[src/rtl/mem_access_unit_if.sv]
// Request/response bus between a client and mem_access_unit.
// The master issues requests and takes responses; the slave (the unit) serves them.
interface mem_access_unit_if #(
  parameter int DATA_W = 16
);
  logic              req_valid;
  logic              req_ready;
  logic              req_we;
  logic [7:0]        req_base;
  logic [7:0]        req_offset;
  logic [DATA_W-1:0] req_wdata;
  logic              resp_valid;
  logic              resp_ready;
  logic [DATA_W-1:0] resp_rdata;
  logic              resp_err;

  modport master (
    output req_valid, req_we, req_base, req_offset, req_wdata, resp_ready,
    input  req_ready, resp_valid, resp_rdata, resp_err
  );

  modport slave (
    input  req_valid, req_we, req_base, req_offset, req_wdata, resp_ready,
    output req_ready, resp_valid, resp_rdata, resp_err
  );
endinterface

[src/rtl/mem_access_unit.sv]
// Single-outstanding load/store unit: base+offset address generation, range
// check, one-cycle strobe to a combinational-read data memory, held response.
module mem_access_unit #(
  parameter int DATA_W = 16,
  parameter int ADDR_W = 6,
  parameter int DEPTH  = 64
) (
  input  logic              clk,
  input  logic              reset,
  mem_access_unit_if.slave  bus,
  output logic [7:0]        err_count,
  output logic [ADDR_W-1:0] mem_addr,
  output logic [DATA_W-1:0] mem_wdata,
  output logic              mem_read,
  output logic              mem_write,
  input  logic [DATA_W-1:0] mem_rdata
);

  localparam logic [2:0] IDLE  = 3'd0;
  localparam logic [2:0] READ  = 3'd1;
  localparam logic [2:0] WRITE = 3'd2;
  localparam logic [2:0] ERR   = 3'd3;
  localparam logic [2:0] RESP  = 3'd4;

  localparam logic [9:0] DEPTH_10 = 10'(DEPTH);

  logic [2:0]        state_reg, state_next;
  logic [ADDR_W-1:0] addr_reg;
  logic [DATA_W-1:0] wdata_reg;
  logic [DATA_W-1:0] rdata_reg;
  logic              err_reg;
  logic              valid_reg;
  logic [7:0]        count_reg;

  logic              accept;
  logic [9:0]        eff;
  logic              out_of_range;

  // 10 bits hold every base+offset sum (-128..382) without wrap; bit 9 is the sign.
  assign eff          = {2'b00, bus.req_base} + {{2{bus.req_offset[7]}}, bus.req_offset};
  assign out_of_range = eff[9] || (eff >= DEPTH_10);
  assign accept       = (state_reg == IDLE) && bus.req_valid;

  assign bus.req_ready  = (state_reg == IDLE);
  assign bus.resp_valid = valid_reg;
  assign bus.resp_rdata = rdata_reg;
  assign bus.resp_err   = err_reg;
  assign err_count      = count_reg;
  assign mem_addr       = addr_reg;
  assign mem_wdata      = wdata_reg;
  assign mem_read       = (state_reg == READ);
  // Reset asserted during the WRITE cycle must cancel the store immediately.
  assign mem_write      = (state_reg == WRITE) && !reset;

  // Next-state selection: route accepted requests by range and type.
  always_comb begin
    state_next = state_reg;
    case (state_reg)
      IDLE: begin
        if (bus.req_valid) begin
          if (out_of_range)    state_next = ERR;
          else if (bus.req_we) state_next = WRITE;
          else                 state_next = READ;
        end
      end
      READ, WRITE, ERR: state_next = RESP;
      RESP: if (bus.resp_ready) state_next = IDLE;
      default: state_next = IDLE;
    endcase
  end

  // State, latched request, response fields and saturating error counter.
  always_ff @(posedge clk) begin
    if (reset) begin
      state_reg <= IDLE;
      addr_reg  <= '0;
      wdata_reg <= '0;
      rdata_reg <= '0;
      err_reg   <= 1'b0;
      valid_reg <= 1'b0;
      count_reg <= '0;
    end else begin
      state_reg <= state_next;
      if (accept) begin
        addr_reg  <= eff[ADDR_W-1:0];
        wdata_reg <= bus.req_wdata;
        // Stale fields from the previous response must not leak into this one.
        rdata_reg <= '0;
        err_reg   <= 1'b0;
      end
      case (state_reg)
        READ: begin
          rdata_reg <= mem_rdata;
          valid_reg <= 1'b1;
        end
        WRITE: valid_reg <= 1'b1;
        ERR: begin
          err_reg   <= 1'b1;
          valid_reg <= 1'b1;
          if (count_reg != 8'hFF) count_reg <= count_reg + 8'd1;
        end
        RESP: if (bus.resp_ready) valid_reg <= 1'b0;
        default: ;
      endcase
    end
  end

endmodule

[src/flat_wrapper.sv]
// flat-port wrapper written by rule: the top's interface ports become plain ports
module mem_access_unit_flat 
#(
  parameter int DATA_W = 16,
  parameter int ADDR_W = 6,
  parameter int DEPTH  = 64
)
  (clk, reset, err_count, mem_addr, mem_wdata, mem_read, mem_write, mem_rdata, bus_req_valid, bus_req_we, bus_req_base, bus_req_offset, bus_req_wdata, bus_resp_ready, bus_req_ready, bus_resp_valid, bus_resp_rdata, bus_resp_err);
  mem_access_unit_if #(.DATA_W(DATA_W)) bus_i ();
  input  logic clk;
  input  logic reset;
  output logic [7:0] err_count;
  output logic [ADDR_W-1:0] mem_addr;
  output logic [DATA_W-1:0] mem_wdata;
  output logic mem_read;
  output logic mem_write;
  input  logic [DATA_W-1:0] mem_rdata;
  input wire logic [$bits(bus_i.req_valid)-1:0] bus_req_valid;
  input wire logic [$bits(bus_i.req_we)-1:0] bus_req_we;
  input wire logic [$bits(bus_i.req_base)-1:0] bus_req_base;
  input wire logic [$bits(bus_i.req_offset)-1:0] bus_req_offset;
  input wire logic [$bits(bus_i.req_wdata)-1:0] bus_req_wdata;
  input wire logic [$bits(bus_i.resp_ready)-1:0] bus_resp_ready;
  output wire logic [$bits(bus_i.req_ready)-1:0] bus_req_ready;
  output wire logic [$bits(bus_i.resp_valid)-1:0] bus_resp_valid;
  output wire logic [$bits(bus_i.resp_rdata)-1:0] bus_resp_rdata;
  output wire logic [$bits(bus_i.resp_err)-1:0] bus_resp_err;
  assign bus_i.req_valid = bus_req_valid;
  assign bus_i.req_we = bus_req_we;
  assign bus_i.req_base = bus_req_base;
  assign bus_i.req_offset = bus_req_offset;
  assign bus_i.req_wdata = bus_req_wdata;
  assign bus_i.resp_ready = bus_resp_ready;
  assign bus_req_ready = bus_i.req_ready;
  assign bus_resp_valid = bus_i.resp_valid;
  assign bus_resp_rdata = bus_i.resp_rdata;
  assign bus_resp_err = bus_i.resp_err;
  mem_access_unit #(.DATA_W(DATA_W), .ADDR_W(ADDR_W), .DEPTH(DEPTH)) u_core (.clk(clk), .reset(reset), .bus(bus_i), .err_count(err_count), .mem_addr(mem_addr), .mem_wdata(mem_wdata), .mem_read(mem_read), .mem_write(mem_write), .mem_rdata(mem_rdata));
endmodule
[config.mk]
export PLATFORM = sky130hd
export DESIGN_NAME = mem_access_unit_flat
export DESIGN_NICKNAME = d
export VERILOG_FILES = /design/src/rtl/mem_access_unit_if.sv /design/src/rtl/mem_access_unit.sv /design/src/flat_wrapper.sv
export SDC_FILE = /design/constraint.sdc
export NUM_CORES = 1
export LEC_CHECK = 0
export ABC_AREA = 1
export BUFFER_PORTS_ARGS = -buffer_cell sky130_fd_sc_hd__buf_2
export CAP_MARGIN = 10
export CORE_MARGIN = 2
export CORE_UTILIZATION = 51
export CTS_CLUSTER_DIAMETER = 100
export DETAILED_ROUTE_END_ITERATION = 16
export GPL_ROUTABILITY_DRIVEN = 0
export HOLD_SLACK_MARGIN = 0.15
export MAX_ROUTING_LAYER = met4
export PLACE_DENSITY = 0.89
export SLEW_MARGIN = 40
export SYNTH_ARGS = -nofsm -noshare
export SYNTH_HDL_FRONTEND = slang
export SYNTH_SLANG_ARGS = --single-unit
export TNS_END_PERCENT = 20
[constraint.sdc]
create_clock -name clk -period 2.9 [get_ports clk]
set_clock_uncertainty 0.15 [all_clocks]
set_input_delay 0.58 -clock clk [delete_from_list [all_inputs] [get_ports clk]]
set_output_delay 0.58 -clock clk [all_outputs]
set_load 0.03 [all_outputs]
# ---- Word level (Yosys, flattened, before mapping)
# Cells that the tools add are included.
dict set report op_classes {
  n_addsub 2
  multipliers 0
  div 0
  order_cmp 1
  eq_ne 7
  shifts 0
  mux 11
  bitwise_logic 0
  n_reduce_logical 12
}
# operator count
set op_table {}
lappend op_table {{two-way mux 16 bit} 2}
lappend op_table {{adder 9 x 8 -> 10 bit} 1}
lappend op_table {{greater-or-equal comparator 10 x 7 -> 1 bit, second input constant} 1}
lappend op_table {{two-way mux 3 bit} 3}
lappend op_table {{case mux 3 bit (3 select lines)} 1}
lappend op_table {{adder 8 x 1 -> 8 bit, second input constant} 1}
lappend op_table {{!= test 8 bit, second input constant} 1}
lappend op_table {{== test 3 x 2 -> 1 bit, second input constant} 2}
lappend op_table {{AND reduction 2 bit} 3}
lappend op_table {{nonzero test 2 bit} 3}
lappend op_table {{!= test 2 bit, second input constant} 2}
lappend op_table {{== test 3 x 1 -> 1 bit, second input constant} 1}
lappend op_table {{== test 3 bit, second input constant} 1}
lappend op_table {{logical NOT 3 bit} 1}
lappend op_table {{two-way mux 1 bit} 3}
lappend op_table {{OR reduction 3 bit} 1}
lappend op_table {{logical AND 1 bit} 2}
lappend op_table {{two-way mux 2 bit} 1}
lappend op_table {{case mux 1 bit (2 select lines)} 1}
lappend op_table {{logical NOT 1 bit} 1}
lappend op_table {{logical OR 1 bit} 1}
dict set report word_totals {
  register_bits 51
  latch_bits 0
  ramBits 0
  rom_bits 0
  inputBits 53
  out_inout_bits 51
  elab_cells 40
  n_memories 0
}

# ---- Logic depth before layout (Yosys ltp)
# Gate-level depths: netlist of the first run.
dict set report logic_depth {
  ltp_word 6
  depth_mapped 13
  mapped_depth_nobuf 13
}

# ---- Worst setup path before layout of the first run
# OpenSTA, ideal clock, no wires.
dict set report synth_path {
  kind {input -> output}
  start {input port reset}
  end {output port mem_write}
  arrival_time_ns 1.629
  required_ns 2.170
  setup_slack_ns 0.541
  stages 2
  path_cell_list {buf_2 -> nor4_1}
}
dict set report synth_via {
  elab_chain_len 2
}
# item line
set synth_rtl {}
lappend synth_rtl {{start, declared} flat_wrapper.sv:11} ;# input logic reset;
lappend synth_rtl {{logical NOT 1 bit} mem_access_unit.sv:53} ;# assign mem_write = (state_reg == WRITE) && !reset;
lappend synth_rtl {{logical AND 1 bit} mem_access_unit.sv:53}
lappend synth_rtl {{end, declared} flat_wrapper.sv:16} ;# output logic mem_write;
# Every way passes these cells.

# ---- Worst setup path after layout of the first run
# Same ends and word-level chain as after synthesis.

==> key figures, run 1 <==
CTS
  – Post-cts sizing count: 0
  – Clock latency at the later pin of the worst-skew pair: roughly 0.30 ns
  – Inserted Clock Buffers: 5
  – Worst-path clk slew: 0.08 ns
  – Clock Path Buffers: 2
  – Clock Sinks: 51
  – CTS Hold Bufs: 0
  – CTS tree: done
  – H-tree depth: 2
  – Clock root cell: clkbuf_8
  – Postcts setup bufs: 0

Power
  – Share of power burned in registers: 0.494
  – Clk pwr share: 0.249
  – Sw Ratio: 0.330
  – P_sw: just over 500 uW
  – PwrDens: 509 nW/um^2
  – Pint: 1.05 mW
  – Combinational power share: 0.257
  – VDD IR-drop max: a little under 0.0002 V
  – Leak Pwr: 1.57 nW

Synthesis
  – Seq/Total Area, Yosys: 0.414
  – Cell variety after synth: 32
  – Top cells by area, synth: dfxtp_1 (41%), nand2_1 (16%), a21oi_1 (9.3%), nand3_1 (6.3%), ha_1 (5.1%)
  – Post-synth EDFFs: 0
  – Synthesized flop and latch total: a little over 50
  – Synth Cell Area: 2460 sq um
  – Synth async-reset ratio: 0
  – Synth top area share: 0.414
  – Biggest area consumer among synthesized cells: dfxtp_1
  – Ys Warns: 0
  – Predominant post-synthesis flop cell: dfxtp_1
  – Synth Net Count: 405
  – Syn avg cell area: 7.22 sq um
  – Post-Syn Instances: ~340

Route
  – Remaining DRCs: 0
  – DR WL/cell: 11.9 um
  – Vias: 2,486
  – Total Wirelength: 5880 um
  – Via/cell ratio: 5.02
  – 1st-iter DRT viols: 124
  – Initial DRT Pass Iterations: 4
  – Antenna viol nets, final: 0

GRT
  – Total GRT Usage: 0.232
  – Grt met3 use: 0.0480
  – Congestion Overflow GR: 0
  – Grt met2 use: 0.403
  – Largest net degree at the start of global routing: 41
  – Most Crowded Layer GR: met2
  – Met1 usage: 0.263
  – Via count of the first global-routing pass: 2,292
  – Initial antenna violation count: 0
  – First-pass GRT wire length: 9660 um

Layout
  – Layout cells sized above 1: 0.293
  – Final instance area: 3070 sq um
  – Diode count: 0
  – Util after Layout: 0.654
  – Final Non-Filler Cells: 495
  – Final nets: 504
  – Area delta synth->final: 24.6%
  – Most frequent cells in the layout: nand2_1 (103), buf_2 (103), dfxtp_1 (51)

Place
  – IO Port Bufs: just over 100
  – Dpl cells: 487
  – Pre-CTS setup slack: 0.585 ns
  – Placed inst area: 2990 sq um
  – Post-DP HPWL: 4470 um

STA
  – Fin crit share: 0.733
  – Slew HR: 0.635
  – Hold Vio Cnt, Final: 0
  – Unrepaired setup endpoints after global routing: no
  – Setup slack after layout: 0.773 ns
  – Fmax: 470 MHz
  – Post-route setup TNS: 0 ns
  – Crit path time final: about 2.1 ns
  – Worst-margin pin slew: 0.548 ns
  – Final max-slew violation count: 0
  – Final Setup Violations: 0

Setup path
  – Worst R2R Setup Slack: 1.04 ns
  – Setup crit start kind: primary input
  – Setup Crit Path Kind: in -> out
  – Crit path capture type: primary output
  – Crit path DAT: 1.40 ns
  – Req. time, crit path: 2.17 ns
  – CP Max Fanout: 28

Floorplan
  – Die height: about 74 um
  – Core Region: 4690 sq um
  – Number of I/O pins: 104
  – Die W: 73.5 um
  – Row cnt: 25
  – Initial Util: 0.525
  – DIE AREA: 5400 sq um

Run status
  – Outcome: finished, final reports clean

Run
  – Max-cap violations: 0

Hold path
  – Worst Hold Class: reg -> reg
[power by group through the flow]
stage	combinational, mW	sequential (mW)	clock (mW)
after CTS	0.402	0.771	0.397
after floorplan	0.203	0.867	0
after detailed placement	0.402	0.787	0
after global placement	0.395	0.785	0
after global routing	0.447	0.777	0.426
final	0.402	0.771	0.389
[layout make-up]
type / count / area (sq um)
Inverter: 40 / 151
Timing Repair Buffer: 106 / 538
Multi-Input combinational cell: 236 / 1210
Clock inverter: 1 / 5.00
Clock buffer: 7 / 76.3
Tap cell: 54 / 67.6
Fill cell: 427 / 1620
Sequential cell: 51 / 1020
[through the flow]
step	hold slack, ns	power, mW
after floorplan	0.414	1.07
after global placement	0.298	1.18
after detailed placement	0.302	1.19
after CTS	0.315	1.57
after global routing	0.335	1.65
final	0.316	1.56
[kinds of logic after synthesis]
family | count (synthesis) | synth area share
simple gates | 157 | 0.274
compound gates | 62 | 0.137
buf+inv | 54 | 0.0940
flops | 51 | 0.414
fa+ha+maj | 11 | 0.0589
xor+xnor | 6 | 0.0213
[critical path, stage by stage]
cell	delay, ns
buf_2	0.27
nor4_1	0.28
buf_2	0.26
[final timing paths]
kind,from,to,depth (start not counted)
setup / recovery,reset,mem_write,3
hold / removal,u_core.mem_wdata[9]$_SDFFE_PP0P_,u_core.mem_wdata[9]$_SDFFE_PP0P_,2
setup reg to reg,u_core.err_count[0]$_SDFFE_PP0P_,u_core.err_count[2]$_SDFFE_PP0P_,7
hold reg to reg,u_core.mem_wdata[9]$_SDFFE_PP0P_,u_core.mem_wdata[9]$_SDFFE_PP0P_,2
[synth_stat cells (3+ instances only)]
master,number
nand2_1,103
dfxtp_1,51
a21oi_1,46
inv_1,32
nand3_1,31
nor2_1,12
ha_1,10
buf_2,7
inv_2,7
clkbuf_1,4
o21ai_1,4
a21oi_2,3
nand4_1,3
o21a_1,3
o21ai_0,3
xnor2_1,3
xor2_1,3
[routing by layer]
metal	share of wire	wire length, um	up-vias
met5	0	0	-
met4	0.020	116	0
met3	0.040	233	10
met2	0.51	3020	66
met1	0.43	2520	1122
li1	-	-	1288
No activity file was read; power rests on OpenSTA's default activity.
==> inputs of run 2 (changes only) <==
ABC_AREA = 0   (was 1)
CORE_UTILIZATION = 47   (was 51)
PLACE_DENSITY = 0.85   (was 0.89)
clock period = 2.1 ns   (was 2.9 ns; I/O delays follow)
==> run 2 against run 1 <==
Net effect:
- count of clock-buffer cells in the layout shrank 1
- routed wire length down 5.0%
- critical path depth grew 5
- worst hold slack got worse by 0.14 ns
- synthesized area decreased by 5.8%
- global-route usage is 2.1 points lower
- via count fell by 8.0%
- critical path type is now in -> reg
- largest cell class unchanged
==> key figures, run 2 <==
Power
  – Pint: 1.62 mW (was 1.05 mW)
  – Leak Pwr: 1.46 nW (was 1.57 nW)
  – Pwr Total: 2.33 mW (was 1.56 mW)
  – PwrDens: 745 nW/um^2 (was 509 nW/um^2)
  – Sw Ratio: 0.308 (was 0.330)
  – Share of power burned in registers: 0.459 (was 0.494)
  – Combinational power share: 0.264 (was 0.257)
  – Clk pwr share: 0.277 (was 0.249)
  – P_sw: 718 uW (was 516 uW)
  – VDD IR-drop max: 0.000545 V (was 0.000199 V)

Setup path
  – CP Max Fanout: 3 (was 28)
  – Crit path capture type: flop (was primary output)
  – Setup Crit Path Kind: in -> reg (was in -> out)
  – Critical Path Max Stage Delay: 0.49 ns (was 0.28 ns)
  – CP endpoint: u_core.state_reg[1]$_SDFFE_PP0P_ (was mem_write)
  – Crit-path leading delay family: simple AND/OR/NAND/NOR gates (was buffers and inverters)
  – Worst R2R Setup Slack: 0.36 ns (was 1.04 ns)
  – Worst path depth: 8 (was 3)
  – Crit path buf inv count: 1 (was 2)
  – Crit path DAT: 2.04 ns (was 1.40 ns)
  – Req. time, crit path: 2.10 ns (was 2.17 ns)
  – R2R cell count: 5 (was 7)
  – Setup crit start kind: primary input (unchanged)
  – Crit path cell chain: buf_2 -> ha_4 -> fa_2 -> nand3_2 -> a211oi_2 -> or4_1 -> mux2i_2 -> a311oi_1 (was buf_2 -> nor4_1 -> buf_2)
  – Slowest CP cell: or4_1 (was nor4_1)
  – Worst R2R Start: u_core.state_reg[0]$_SDFFE_PP0P_ (was u_core.err_count[0]$_SDFFE_PP0P_)
  – Worst R2R End: u_core.bus.resp_rdata[3]$_SDFFE_PP0P_ (was u_core.err_count[2]$_SDFFE_PP0P_)
  – CP Launch Point: bus_req_offset[0] (was reset)

STA
  – Post-route setup TNS: 0 ns (unchanged)
  – Final max-slew violation count: 0 (unchanged)
  – Fmax: 490 MHz
  – Unrepaired setup endpoints after global routing: yes (was no)
  – Setup slack after layout: 0.0612 ns (was 0.773 ns)
  – Crit path time final: 2.04 ns
  – Worst-margin pin slew: 0.592 ns (was 0.548 ns)
  – Hold Vio Cnt, Final: 0 (unchanged)
  – Fin crit share: 0.971
  – Final Setup Violations: 0 (unchanged)
  – Slew HR: 0.605 (was 0.635)

CTS
  – Clock Path Buffers: 2 (unchanged)
  – Worst-path clk slew: 0.09 ns (was 0.08 ns)
  – Inserted Clock Buffers: 5 (unchanged)
  – H-tree depth: 2 (unchanged)
  – Clock latency at the later pin of the worst-skew pair: 0.29 ns (was 0.30 ns)
  – CTS tree: done (unchanged)
  – Clock Sinks: 51 (unchanged)
  – Clock root cell: clkbuf_8 (unchanged)
  – CTS Hold Bufs: 0 (unchanged)

Synthesis
  – Predominant post-synthesis flop cell: dfxtp_1 (unchanged)
  – Synth Net Count: 332 (was 405)
  – Synth async-reset ratio: 0 (unchanged)
  – Synth Area in Compound Gates: 0.189 (was 0.137)
  – Post-synth EDFFs: 0 (unchanged)
  – Synthesized flop and latch total: 51 (unchanged)
  – Syn avg cell area: 8.66 sq um (was 7.22 sq um)
  – Cell with the most instances after synthesis: dfxtp_1 (was nand2_1)
  – Largest family of logic cells by synthesized area: simple AND/OR/NAND/NOR gates (unchanged)
  – Post-synth top cells: dfxtp_1 (51), nand2_1 (45), nor2_1 (37) (was nand2_1 (103), dfxtp_1 (51), a21oi_1 (46))
  – Xor and xnor fraction of the mapped netlist area: 0.0340 (was 0.0213)
  – Post-synthesis adder-cell area fraction: 0.0625 (was 0.0589)
  – Ys Warns: 0 (unchanged)
  – Mux cell area share after synthesis: 0.0151 (was 0)
  – Synth Area in Simple Gates: 0.216 (was 0.274)
  – Seq/Total Area, Yosys: 0.440 (was 0.414)
  – Cell variety after synth: 44 (was 32)
  – Biggest area consumer among synthesized cells: dfxtp_1 (unchanged)
  – Synth Cell Area: 2320 sq um (was 2460 sq um)
  – Synth top area share: 0.440 (was 0.414)
  – Post-Syn Instances: 268 (was 341)
  – Top cells by area, synth: dfxtp_1 (44%), nand2_1 (7.3%), nor2_1 (6.0%), a21oi_1 (5.8%), ha_1 (5.4%) (was dfxtp_1 (41%), nand2_1 (16%), a21oi_1 (9.3%), nand3_1 (6.3%), ha_1 (5.1%))

Layout
  – Final nets: 446 (was 504)
  – Area delta synth->final: 35.0% (was 24.6%)
  – Most frequent cells in the layout: buf_2 (103), dfxtp_1 (49), nand2_1 (45) (was nand2_1 (103), buf_2 (103), dfxtp_1 (51))
  – Commonest non-fill, non-tap cell in the layout: buf_2
  – Diode count: 0 (unchanged)
  – Layout cells sized above 1: 0.387 (was 0.293)

Run
  – Max-cap violations: 0 (unchanged)

Hold path
  – Hold path depth: 2 (unchanged)
  – Worst Hold Class: in -> reg (was reg -> reg)

Route
  – 1st-iter DRT viols: 107 (was 124)
  – DR WL/cell: 12.4 um (was 11.9 um)
  – Initial DRT Pass Iterations: 4 (unchanged)
  – Via/cell ratio: 5.09 (was 5.02)
  – Total Wirelength: 5590 um (was 5880 um)
  – Antenna viol nets, final: 0 (unchanged)
  – Vias: 2,286 (was 2,486)
  – Remaining DRCs: 0 (unchanged)

Place
  – IO Port Bufs: 103 (unchanged)
  – Pre-CTS setup slack: -0.225 ns (was 0.585 ns)
  – Post-DP HPWL: 4180 um (was 4470 um)

Floorplan
  – Die height: 74.3 um (was 73.5 um)
  – Core Region: 4750 sq um (was 4690 sq um)
  – Die W: 74.3 um (was 73.5 um)
  – Row cnt: 25 (unchanged)
  – Initial Util: 0.488 (was 0.525)
  – DIE AREA: 5520 sq um (was 5400 sq um)
  – Number of I/O pins: 104 (unchanged)

GRT
  – Total GRT Usage: 0.211 (was 0.232)
  – First-pass GRT wire length: 8900 um (was 9660 um)
  – Congestion Overflow GR: 0 (unchanged)
  – Largest net degree at the start of global routing: 52 (was 41)
  – Via count of the first global-routing pass: 2,105 (was 2,292)
  – Initial antenna violation count: 0 (unchanged)

Run status
  – Outcome: finished, final reports clean (unchanged)
run 2: cell count changes after synthesis, sizes merged, moves of 3 or more:
cell    previous run  this run
nand2            105        46
inv               39         8
nand3             31         4
nor2              13        37
a21oi             49        29
a22oi              0        16
nor3               2         8
o21ai              8         3
a211oi             0         4
a311oi             0         3
o21a               3         0
xnor2              3         6
run 2: cells by family after synthesis:
group	count (synthesis)
AO/OA/AOI/OAI	62
buffers and inverters	22
adder cells (fa/ha/maj)	11
flip-flops	51
XOR/XNOR	9
AND/OR/NAND/NOR	110
multiplexers	3
run 2: worst min path at each step:
| stage | startpoint | endpoint | slack, ns |
|---|---|---|---|
| floorplan | bus_req_we | u_core.state_reg[0]$_SDFFE_PP0P_ | 0.38 |
| global placement | u_core.mem_wdata[11]$_SDFFE_PP0P_ | u_core.mem_wdata[11]$_SDFFE_PP0P_ | 0.29 |
| detailed placement | u_core.mem_wdata[8]$_SDFFE_PP0P_ | u_core.mem_wdata[8]$_SDFFE_PP0P_ | 0.30 |
| CTS | bus_resp_ready | u_core.bus.resp_valid$_SDFFE_PP0P_ | 0.17 |
| global route | bus_req_we | u_core.state_reg[0]$_SDFFE_PP0P_ | 0.18 |
| finish | bus_resp_ready | u_core.bus.resp_valid$_SDFFE_PP0P_ | 0.18 |
run 2: per-stage QoR:
step                      cells  hold slack (ns)  instance area (sq um)  utilization
final                       449            0.181                   3130        0.659
after global routing        449            0.183                   3130        0.659
after CTS                   449            0.174                   3120        0.657
after detailed placement    441            0.297                   3010        0.634
after global placement      441            0.289                   3010        0.633
after floorplan             268            0.384                   2350            -
run 2: cell type report:
class,count,area (sq um)
Clock inverter,1,30.0
Multi-Input combinational cell,195,1240
Clock buffer,6,72.6
Fill cell,431,1620
Timing Repair Buffer,121,651
Sequential cell,51,1020
Inverter,8,30.0
Tap cell,67,83.8
run 2: layer usage:
layer,wire [um],global-route usage,part of all wire,up-vias
met3,358,0.0474,0.064,9
met2,2790,0.384,0.50,82
li1,-,-,-,1156
met1,2380,0.232,0.43,1039
met4,57,0.0556,0.010,0
met5,0,-,0,-
run 2: power groups by stage:
stage                     Clock, mW  Sequential, mW  Combinational [mW]
after floorplan                   0            1.19               0.304
after global placement            0            1.09               0.594
after detailed placement          0            1.09               0.612
after CTS                     0.666            1.07               0.616
after global routing          0.704            1.08               0.676
final                         0.647            1.07               0.616
run 2: repair_timing:
action	in CTS	in global routing
setup buffers	1	0
endpoints found under the hold margin	0	0
endpoints found under the setup margin	1	3
resized for setup	0	4
